==> src/rtl/fphub_pkg.sv <==
// Shared types and constants for the HUB square-root request arbiter.
package fphub_pkg;

  function automatic int unsigned calc_t(input int unsigned m, input int unsigned e);
    return m + e;
  endfunction

  function automatic int unsigned calc_iw(input int unsigned nreq);
    return (nreq > 1) ? $clog2(nreq) : 1;
  endfunction

  typedef enum logic [1:0] {
    ST_IDLE  = 2'd0,
    ST_ISSUE = 2'd1,
    ST_WAIT  = 2'd2,
    ST_RESP  = 2'd3
  } state_e;

  // Result pattern returned when the watchdog expires; truncated to operand width.
  localparam logic [63:0] QNAN_ALL_ONES = '1;

endpackage

==> src/rtl/fphub_sqrt_arbiter_rr.sv <==
// Combinational round-robin picker: first set request above ptr_i, wrapping at NREQ.
module rr_arbiter
  import fphub_pkg::*;
#(
  parameter  int unsigned NREQ = 4,
  localparam int unsigned IW   = calc_iw(NREQ)
) (
  input  logic [NREQ-1:0] req_i,
  input  logic [IW-1:0]   ptr_i,
  input  logic            en_i,
  output logic [NREQ-1:0] gnt_c_o,
  output logic [IW-1:0]   gnt_idx_c_o
);

  logic found;

  always_comb begin
    gnt_c_o     = '0;
    gnt_idx_c_o = '0;
    found       = 1'b0;
    for (int unsigned k = 1; k <= NREQ; k++) begin
      int unsigned idx;
      idx = (32'(ptr_i) + k) % NREQ;
      if (en_i && !found && req_i[idx]) begin
        found        = 1'b1;
        gnt_c_o[idx] = 1'b1;
        gnt_idx_c_o  = IW'(idx);
      end
    end
  end

endmodule

==> src/rtl/fphub_sqrt_arbiter.sv <==
// Shares one HUB sqrt unit among NREQ requesters: round-robin grant, start/finish
// sequencing, per-operation watchdog and tagged response routing.
module fphub_sqrt_arbiter
  import fphub_pkg::*;
#(
  parameter  int unsigned M       = 23,
  parameter  int unsigned E       = 8,
  parameter  int unsigned NREQ    = 4,
  parameter  int unsigned TIMEOUT = 64,
  localparam int unsigned T       = calc_t(M, E),
  localparam int unsigned IW      = calc_iw(NREQ),
  localparam int unsigned TW      = T + 1
) (
  input  logic                 clk,
  input  logic                 rst_l,
  input  logic [NREQ-1:0]      req_valid,
  output logic [NREQ-1:0]      req_ready,
  input  logic [NREQ*TW-1:0]   req_x,
  output logic [NREQ-1:0]      rsp_valid,
  input  logic [NREQ-1:0]      rsp_ready,
  output logic [TW-1:0]        rsp_data,
  output logic                 rsp_special,
  output logic                 rsp_err,
  output logic                 sq_start,
  output logic [TW-1:0]        sq_x,
  input  logic [TW-1:0]        sq_res,
  input  logic                 sq_finish,
  input  logic                 sq_special,
  output logic                 busy,
  output logic                 timeout_seen,
  output logic                 spurious_seen
);

  localparam int unsigned CW = $clog2(TIMEOUT + 1);

  state_e            state_q, state_d;
  logic [IW-1:0]     rr_ptr_q, rr_ptr_d;
  logic [IW-1:0]     tag_q, tag_d;
  logic [TW-1:0]     op_x_q, op_x_d;
  logic [TW-1:0]     res_q, res_d;
  logic              special_q, special_d;
  logic              err_q, err_d;
  logic [CW-1:0]     cnt_q, cnt_d;
  logic              sq_start_q, sq_start_d;
  logic [NREQ-1:0]   rsp_valid_q, rsp_valid_d;
  logic              busy_q, busy_d;
  logic              timeout_seen_q, timeout_seen_d;
  logic              spurious_seen_q, spurious_seen_d;

  logic [NREQ-1:0]   gnt_c;
  logic [IW-1:0]     gnt_idx_c;

  rr_arbiter #(.NREQ(NREQ)) u_rr (
    .req_i       (req_valid),
    .ptr_i       (rr_ptr_q),
    .en_i        (state_q == ST_IDLE),
    .gnt_c_o     (gnt_c),
    .gnt_idx_c_o (gnt_idx_c)
  );

  // Next-state and registered-output logic.
  always_comb begin
    state_d         = state_q;
    rr_ptr_d        = rr_ptr_q;
    tag_d           = tag_q;
    op_x_d          = op_x_q;
    res_d           = res_q;
    special_d       = special_q;
    err_d           = err_q;
    cnt_d           = cnt_q;
    timeout_seen_d  = timeout_seen_q;
    spurious_seen_d = spurious_seen_q | (sq_finish && (state_q != ST_WAIT));

    unique case (state_q)
      ST_IDLE: begin
        if (|gnt_c) begin
          op_x_d  = req_x[32'(gnt_idx_c) * TW +: TW];
          tag_d   = gnt_idx_c;
          state_d = ST_ISSUE;
        end
      end
      ST_ISSUE: begin
        cnt_d   = '0;
        state_d = ST_WAIT;
      end
      ST_WAIT: begin
        cnt_d = cnt_q + CW'(1);
        // A finish in the same cycle as expiry is a real result, so it wins.
        if (sq_finish) begin
          res_d     = sq_res;
          special_d = sq_special;
          err_d     = 1'b0;
          state_d   = ST_RESP;
        end else if (cnt_q == CW'(TIMEOUT - 1)) begin
          res_d          = TW'(QNAN_ALL_ONES);
          special_d      = 1'b0;
          err_d          = 1'b1;
          timeout_seen_d = 1'b1;
          state_d        = ST_RESP;
        end
      end
      ST_RESP: begin
        if (rsp_ready[tag_q]) begin
          rr_ptr_d = tag_q;
          state_d  = ST_IDLE;
        end
      end
    endcase

    sq_start_d  = (state_d == ST_ISSUE);
    rsp_valid_d = (state_d == ST_RESP) ? (NREQ'(1) << tag_d) : '0;
    busy_d      = (state_d != ST_IDLE);
  end

  always_ff @(posedge clk or negedge rst_l) begin
    if (!rst_l) begin
      state_q         <= ST_IDLE;
      rr_ptr_q        <= IW'(NREQ - 1);
      tag_q           <= '0;
      op_x_q          <= '0;
      res_q           <= '0;
      special_q       <= 1'b0;
      err_q           <= 1'b0;
      cnt_q           <= '0;
      sq_start_q      <= 1'b0;
      rsp_valid_q     <= '0;
      busy_q          <= 1'b0;
      timeout_seen_q  <= 1'b0;
      spurious_seen_q <= 1'b0;
    end else begin
      state_q         <= state_d;
      rr_ptr_q        <= rr_ptr_d;
      tag_q           <= tag_d;
      op_x_q          <= op_x_d;
      res_q           <= res_d;
      special_q       <= special_d;
      err_q           <= err_d;
      cnt_q           <= cnt_d;
      sq_start_q      <= sq_start_d;
      rsp_valid_q     <= rsp_valid_d;
      busy_q          <= busy_d;
      timeout_seen_q  <= timeout_seen_d;
      spurious_seen_q <= spurious_seen_d;
    end
  end

  assign req_ready     = gnt_c;
  assign rsp_valid     = rsp_valid_q;
  assign rsp_data      = res_q;
  assign rsp_special   = special_q;
  assign rsp_err       = err_q;
  assign sq_start      = sq_start_q;
  assign sq_x          = op_x_q;
  assign busy          = busy_q;
  assign timeout_seen  = timeout_seen_q;
  assign spurious_seen = spurious_seen_q;

endmodule

==> config.mk <==
export PLATFORM = sky130hd
export DESIGN_NAME = fphub_sqrt_arbiter
export DESIGN_NICKNAME = d
export VERILOG_FILES = /design/src/rtl/fphub_pkg.sv /design/src/rtl/fphub_sqrt_arbiter_rr.sv /design/src/rtl/fphub_sqrt_arbiter.sv
export SDC_FILE = /design/constraint.sdc
export NUM_CORES = 1
export LEC_CHECK = 0
export CORE_MARGIN = 1.5
export CORE_UTILIZATION = 23
export CTS_BUF_LIST = sky130_fd_sc_hd__clkbuf_8
export CTS_CLUSTER_DIAMETER = 100
export DETAILED_ROUTE_END_ITERATION = 16
export PLACE_DENSITY = 0.52
export SYNTH_ARGS = -nofsm -noshare
export SYNTH_HDL_FRONTEND = slang
export SYNTH_SLANG_ARGS = --single-unit
==> constraint.sdc <==
create_clock -name clk -period 3.5 [get_ports clk]
set_input_delay 0.7 -clock clk [delete_from_list [all_inputs] [get_ports clk]]
set_output_delay 0.7 -clock clk [all_outputs]
set_load 0.01 [all_outputs]
==> reports/results.tsv, run 1 <==
metric	value	unit
status	finished clean	
gp_congestion	0.837	
slew_violations	0	
hold_ws	0.356	ns
synthAdderAreaFrac	0.0334	
synthFlopType	dfrtp_1	
grt_pass1_wl	28300	um
worstPathRequired	2.80	ns
num_io_pins	250	
die_area	0.0237	mm2
slew_headroom	0.521	
synthToLayoutAreaGrowth	64.0	%
synth_top_cell_by_area	dfrtp_1	
drt-total-wl	18100	um
crit_path_cell_trace	clkdlybuf4s50_1, mux4_2, or3_4, a31oi_1, a21oi_1, inv_1, dlygate4sd2_1	
antenna_found_initial	2	
layout.nets	991	
powerDensity	971	mW/mm2
synth_edf_count	0	
route.detailed.drc	0	
via_count	4984	
power.total	8.35	mW
yosysMostFrequentCell	nor2_1	
path_class	input pin to output port	
io_buffer_count	249	
postSynthCellCount	540	
synth.yosys.seq_area_share	0.416	
synthArstFlopShare	1.00	
finalInstanceArea	0.00860	mm2
overflow	0	
post_drt_wl_per_cell	16.5	um
cp_num_buf_inv	3	
viasPerCell	4.54	
worst_slew_pin_slew	0.718	ns
synth_fp_nets	726	
crit_path_max_fanout	4	
maxCapViolations	0	
initial_utilization	0.233	
yosys_warnings	0	
numCtsBuffers	9	
fin_worst_skew	0.0234	ns
fin_crit_sh	0.959	
track_usage	0.155	
cp_top_family	buffers and inverters	
synth_top_cell_area_share	0.406	
max_freq	298	MHz
pre_cts_ws	-0.129	ns
synth_compound_area_frac	0.230	
clkTransAtPathRegs	0.10	ns
h-tree-depth	3	
placed_area	0.00834	mm2
root_buffer	clkbuf_8	
synth.area.top_cells	dfrtp_1 41%, nor2_1 7.4%, mux2i_1 7.1%	
clock-sinks	87	
setup_viol	0	
ant_nets	0	
setup.worst_path.start_class	input pin	
syn_area	0.00525	mm2
cts_tree	built	
rsz0062_at_grt	false	
layout_setup_ws	0.142	ns
dieHeight	154	um
period_needed	3.36	ns
synthSimpleGateAreaFrac	0.168	
coreArea	0.0225	mm2
grt_max_degree	54	
p_leak	3.31	nW
drt_iter0_drc	219	
hold_viol_final	0	
synth.avg_cell_area	9.71	um2
drive_gt1_frac	0.120	
clock_path_buffers	2	
cp_slowest_stage_delay	0.49	ns
clk_latency	0.38	ns
dieWidth	154	um
cp_data_arrival_time	2.66	ns
synth_commonest_cells	103 x nor2_1, 85 x dfrtp_1, 41 x a21oi_1, 37 x mux2i_1, 33 x a211oi_1	
synthMuxAreaShare	0.0964	
finalSetupTns	0	ns
ys_types	49	
dp_hpwl	13600	um
cp_slowest_cell	mux4_2	
irDropWorstVdd	0.438	mV
firstDrtPassIters	4	
min_path_type	input pin to async pin	
synth-seq-cells	87	
row_count	55	
grt_pass1_vias	5144	
cp-end-kind	output port	
synth_top_family_by_area	compound AO/OA/AOI/OAI gates	
synthXorXnorAreaFrac	0.00167	
[layout make-up]
cell class	instances	area (um2)
well taps	285	357
flip-flops and latches	87	2180
repair buffers	295	2970
multi-input cells	396	2820
diodes	2	5.00
clock buffers	11	151
inverters	16	60.1
clock inverters	5	63.8
fillers	2285	13900
[power by group]
group / leakage (nW) / internal (mW) / switching [mW]
combinational: 2.20 / 2.82 / 3.04
sequential: 0.994 / 1.47 / 0.237
clock: 0.112 / 0.377 / 0.409
total: 3.31 / 4.67 / 3.68
[registers in the layout, indices dropped and copies added (netlist names)]
register,count
state_q,2
rsp_valid,4
rr_ptr_q,2
busy,1
sq_x,32
tag_q,2
rsp_data,32
spurious_seen,1
timeout_seen,1
rsp_err,1
sq_start,1
cnt_q,7
rsp_special,1
[cells by family after synthesis]
| group | after synthesis |
|---|---|
| AO/OA/AOI/OAI | 145 |
| XOR/XNOR | 1 |
| flip-flops | 87 |
| multiplexers | 45 |
| adder cells (fa/ha/maj) | 14 |
| AND/OR/NAND/NOR | 191 |
| buffers and inverters | 57 |
[placed cells by master (no fill, tap or decap), drive strengths merged, types with 3 or more instances in the layout]
cell type / count
a21oi: 41
clkdlybuf4s50: 243
nand4: 10
buf: 47
a211oi: 33
mux2: 4
mux4: 4
a31oi: 5
nor2: 103
a2111oi: 32
ha: 14
clkinv: 3
nor2b: 3
and2: 33
nand3b: 3
o21ai: 14
nand3: 8
o22ai: 5
mux2i: 37
clkbuf: 11
inv: 17
dlygate4sd2: 5
dfrtp: 85
nand2: 24
[through the flow]
| stage | instances | utilization |
|---|---|---|
| after floorplan | 540 | - |
| after global placement | 1075 | 0.371 |
| after detailed placement | 1075 | 0.371 |
| after CTS | 1095 | 0.382 |
| after global routing | 1097 | 0.382 |
| final | 1097 | 0.382 |
[routing by layer]
metal / GRT usage / share of wire / routed length, um
met1: 0.184 / 0.41 / 7450
met2: 0.268 / 0.51 / 9130
met3: 0.0324 / 0.054 / 984
met4: 0.0717 / 0.028 / 513
met5: 0 / 0 / 0
[worst paths after layout]
path / startpoint / endpoint / slack [ns] / cells past startpoint
max: req_valid[1] / req_ready[0] / 0.14 / 7
min reg2reg: spurious_seen$_DFF_PN0_ / spurious_seen$_DFF_PN0_ / 0.47 / 1
max in group asynchronous: rst_l / sq_x[10]$_DFFE_PN0P_ / 2.34 / 2
max reg2reg: rr_ptr_q[0]$_DFFE_PN1P_ / sq_x[14]$_DFFE_PN0P_ / 0.32 / 11
min: rst_l / rsp_data[26]$_DFFE_PN0P_ / 0.36 / 1
min in group clk: spurious_seen$_DFF_PN0_ / spurious_seen$_DFF_PN0_ / 0.47 / 1
[timing repair]
action / 4_1_cts / 5_1_grt
hold buffers: 0 / 0
buffers inserted: 4 / 0
endpoints found under the setup margin: 4 / 0
gates resized for setup: 8 / 0
Note: power is estimated with default switching activity, not from simulation.
==> inputs of run 2 (changes only) <==
--- a/config.mk
+++ b/config.mk
@@ -5,6 +5,8 @@
 export SDC_FILE = /design/constraint.sdc
 export NUM_CORES = 1
 export LEC_CHECK = 0
+export ABC_CLOCK_PERIOD_IN_PS = 3500
+export CAP_MARGIN = 20
 export CORE_MARGIN = 1.5
 export CORE_UTILIZATION = 23
 export CTS_BUF_LIST = sky130_fd_sc_hd__clkbuf_8
==> results of run 2 <==
No change in the layout: final DEF, timing and power equal those of run 1.
==> inputs of run 3 (changes only) <==
--- a/config.mk
+++ b/config.mk
@@ -12,7 +12,8 @@
 export CTS_BUF_LIST = sky130_fd_sc_hd__clkbuf_8
 export CTS_CLUSTER_DIAMETER = 100
 export DETAILED_ROUTE_END_ITERATION = 16
-export PLACE_DENSITY = 0.52
+export DONT_BUFFER_PORTS = 1
+export PLACE_DENSITY = 0.37
 export SYNTH_ARGS = -nofsm -noshare
 export SYNTH_HDL_FRONTEND = slang
 export SYNTH_SLANG_ARGS = --single-unit
==> run 3 against run 2 <==
  * Cell count shrank 25%
  * Flip-flop and latch count unchanged
  * Combinational power decreased by 32%
  * Clock power is 7.0% higher
  * Count of clock-buffer cells in the layout down 2
  * Sequential share of layout area increased by 12 points
  * Cell area is 32% lower
  * Via count decreased by 17%
==> reports/results.tsv, run 3 (synthesis results as in run 1) <==
metric	value	unit	change
power_frac_clock	0.123		+0.029
drive_gt1_frac	0.134		+0.0143
seqPwrFrac	0.292		+0.088
clkTransAtPathRegs	0.09	ns	about the same
sw_frac_of_total	0.495		+0.0543
drt_iter0_drc	215		-1.8%
powerDensity	1160	mW/mm2	+20%
dp_hpwl	11300	um	-17%
io_buffer_count	0		-100%
grt_pass1_wl	24400	um	-14%
final_common_cell	nor2_1		
overflow	0		unchanged
track_usage	0.132		-0.0227
firstDrtPassIters	4		unchanged
numCtsBuffers	9		unchanged
dieHeight	154	um	unchanged
layout.nets	718		-28%
drt-total-wl	15800	um	-13%
num_io_pins	250		unchanged
mostFrequentLayoutCells	103 x nor2_1, 85 x dfrtp_1, 41 x a21oi_1		
stdcell_count	822		-25%
finalSetupTns	0	ns	unchanged
route.detailed.drc	0		unchanged
cp_data_arrival_time	2.60	ns	-0.06 ns
irDropWorstVdd	0.531	mV	+21%
dieWidth	154	um	unchanged
p_leak	2.18	nW	-34%
worstPathRequired	2.80	ns	about the same
clk_latency	0.38	ns	about the same
ant_nets	0		unchanged
setup.worst_path.start_class	flip-flop		
clock-sinks	87		unchanged
coreArea	0.0225	mm2	unchanged
grt_pass1_vias	4280		-17%
min_path_type	input pin to async pin		
maxCapViolations	0		unchanged
worst_slew_pin_slew	0.464	ns	-0.254 ns
post_drt_wl_per_cell	19.2	um	+17%
setup_viol	0		unchanged
crit_path_max_fanout	10		+6
cts_tree	built		
h-tree-depth	3		unchanged
status	finished clean		
initial_utilization	0.233		unchanged
via_count	4153		-17%
switchingPower	3.39	mW	-7.9%
cts_setup_buffers	0		-4
max_freq	303	MHz	+1.8%
synthToLayoutAreaGrowth	12.3	%	
hold_viol_final	0		unchanged
internal_power	3.46	mW	-26%
grt_max_degree	86		+59%
dp_cells	803		-25%
viasPerCell	5.05		+11%
slew_violations	0		unchanged
diodes	0		-2
pwr-share-comb	0.585		-0.116
antenna_found_initial	0		-2
slew_headroom	0.682		+0.161
die_area	0.0237	mm2	unchanged
root_buffer	clkbuf_8		
gp_congestion	0.815		-2.6%
rsz0062_at_grt	false		
period_needed	3.30	ns	-0.0589 ns
fin_worst_skew	0.0218	ns	-0.00159 ns
cp-end-kind	output port		
row_count	55		unchanged
fin_crit_sh	0.943		-0.0168
path_class	flip-flop to output port		
clock_path_buffers	2		unchanged
[run 3: worst paths after layout]
path                                                 to  cells after the start                    start  slack (ns)
worst max register to register     sq_x[26]$_DFFE_PN0P_                     10  rr_ptr_q[1]$_DFFE_PN1P_        0.25
worst min register to register     cnt_q[2]$_DFFE_PN0P_                      1     cnt_q[2]$_DFFE_PN0P_        0.52
max in group asynchronous           sq_x[3]$_DFFE_PN0P_                      1                    rst_l        2.89
worst max-delay path                       req_ready[3]                      7  rr_ptr_q[1]$_DFFE_PN1P_        0.20
min in group clk                spurious_seen$_DFF_PN0_                      1                sq_finish        0.44
worst min-delay path            rr_ptr_q[0]$_DFFE_PN1P_                      0                    rst_l        0.17
[run 3: worst max-delay path, cell delays in order, from the launching register on]
cell,delay (ns)
dfstp_2,0.54
inv_1,0.08
ha_2,0.43
mux4_2,0.42
or3_4,0.38
a31oi_1,0.17
a21oi_1,0.09
inv_1,0.11
[run 3: area by class of cell]
| type | instances | area (um2) |
|---|---|---|
| Clock inverter | 7 | 103 |
| Tap cell | 285 | 357 |
| Inverter | 16 | 60.1 |
| Timing Repair Buffer | 22 | 260 |
| Clock buffer | 9 | 124 |
| Fill cell | 2379 | 16600 |
| Multi-Input combinational cell | 396 | 2810 |
| Sequential cell | 87 | 2180 |
[run 3: layer usage]
| layer | vias to the layer above | GRT usage | share of wire |
|---|---|---|---|
| met3 | 12 | 0.0372 | 0.078 |
| met4 | 0 | 0.0393 | 0.012 |
| met1 | 2009 | 0.159 | 0.43 |
| li1 | 1933 | - | - |
| met2 | 199 | 0.229 | 0.48 |
| met5 | - | 0 | 0 |
[run 3: through the flow]
| stage | util | power (mW) | hold slack (ns) | area (um2) | setup slack (ns) |
|---|---|---|---|---|---|
| 2_1_floorplan | - | 5.00 | 0.404 | 5250 | 0.0181 |
| 3_3_place_gp | 0.249 | 6.04 | 0.406 | 5610 | 0.265 |
| 3_5_place_dp | 0.249 | 6.08 | 0.406 | 5610 | 0.196 |
| 4_1_cts | 0.260 | 6.98 | 0.132 | 5860 | 0.107 |
| 5_1_grt | 0.262 | 7.44 | 0.128 | 5890 | 0.0154 |
| 6_report | 0.262 | 6.85 | 0.166 | 5890 | 0.201 |
[run 3: power by group through the flow]
stage | logic, mW | registers, mW | clock network [mW]
2_1_floorplan | 3.11 | 1.90 | 0
3_3_place_gp | 4.01 | 2.04 | 0
3_5_place_dp | 4.05 | 2.03 | 0
4_1_cts | 4.07 | 2.02 | 0.895
5_1_grt | 4.46 | 2.05 | 0.937
6_report | 4.01 | 2.00 | 0.842
[run 3: what timing repair did]
action / in CTS / in global routing
resized for setup: 0 / 1
hold buffers: 1 / 0
endpoints found under the hold margin: 85 / 0
endpoints found under the setup margin: 0 / 7
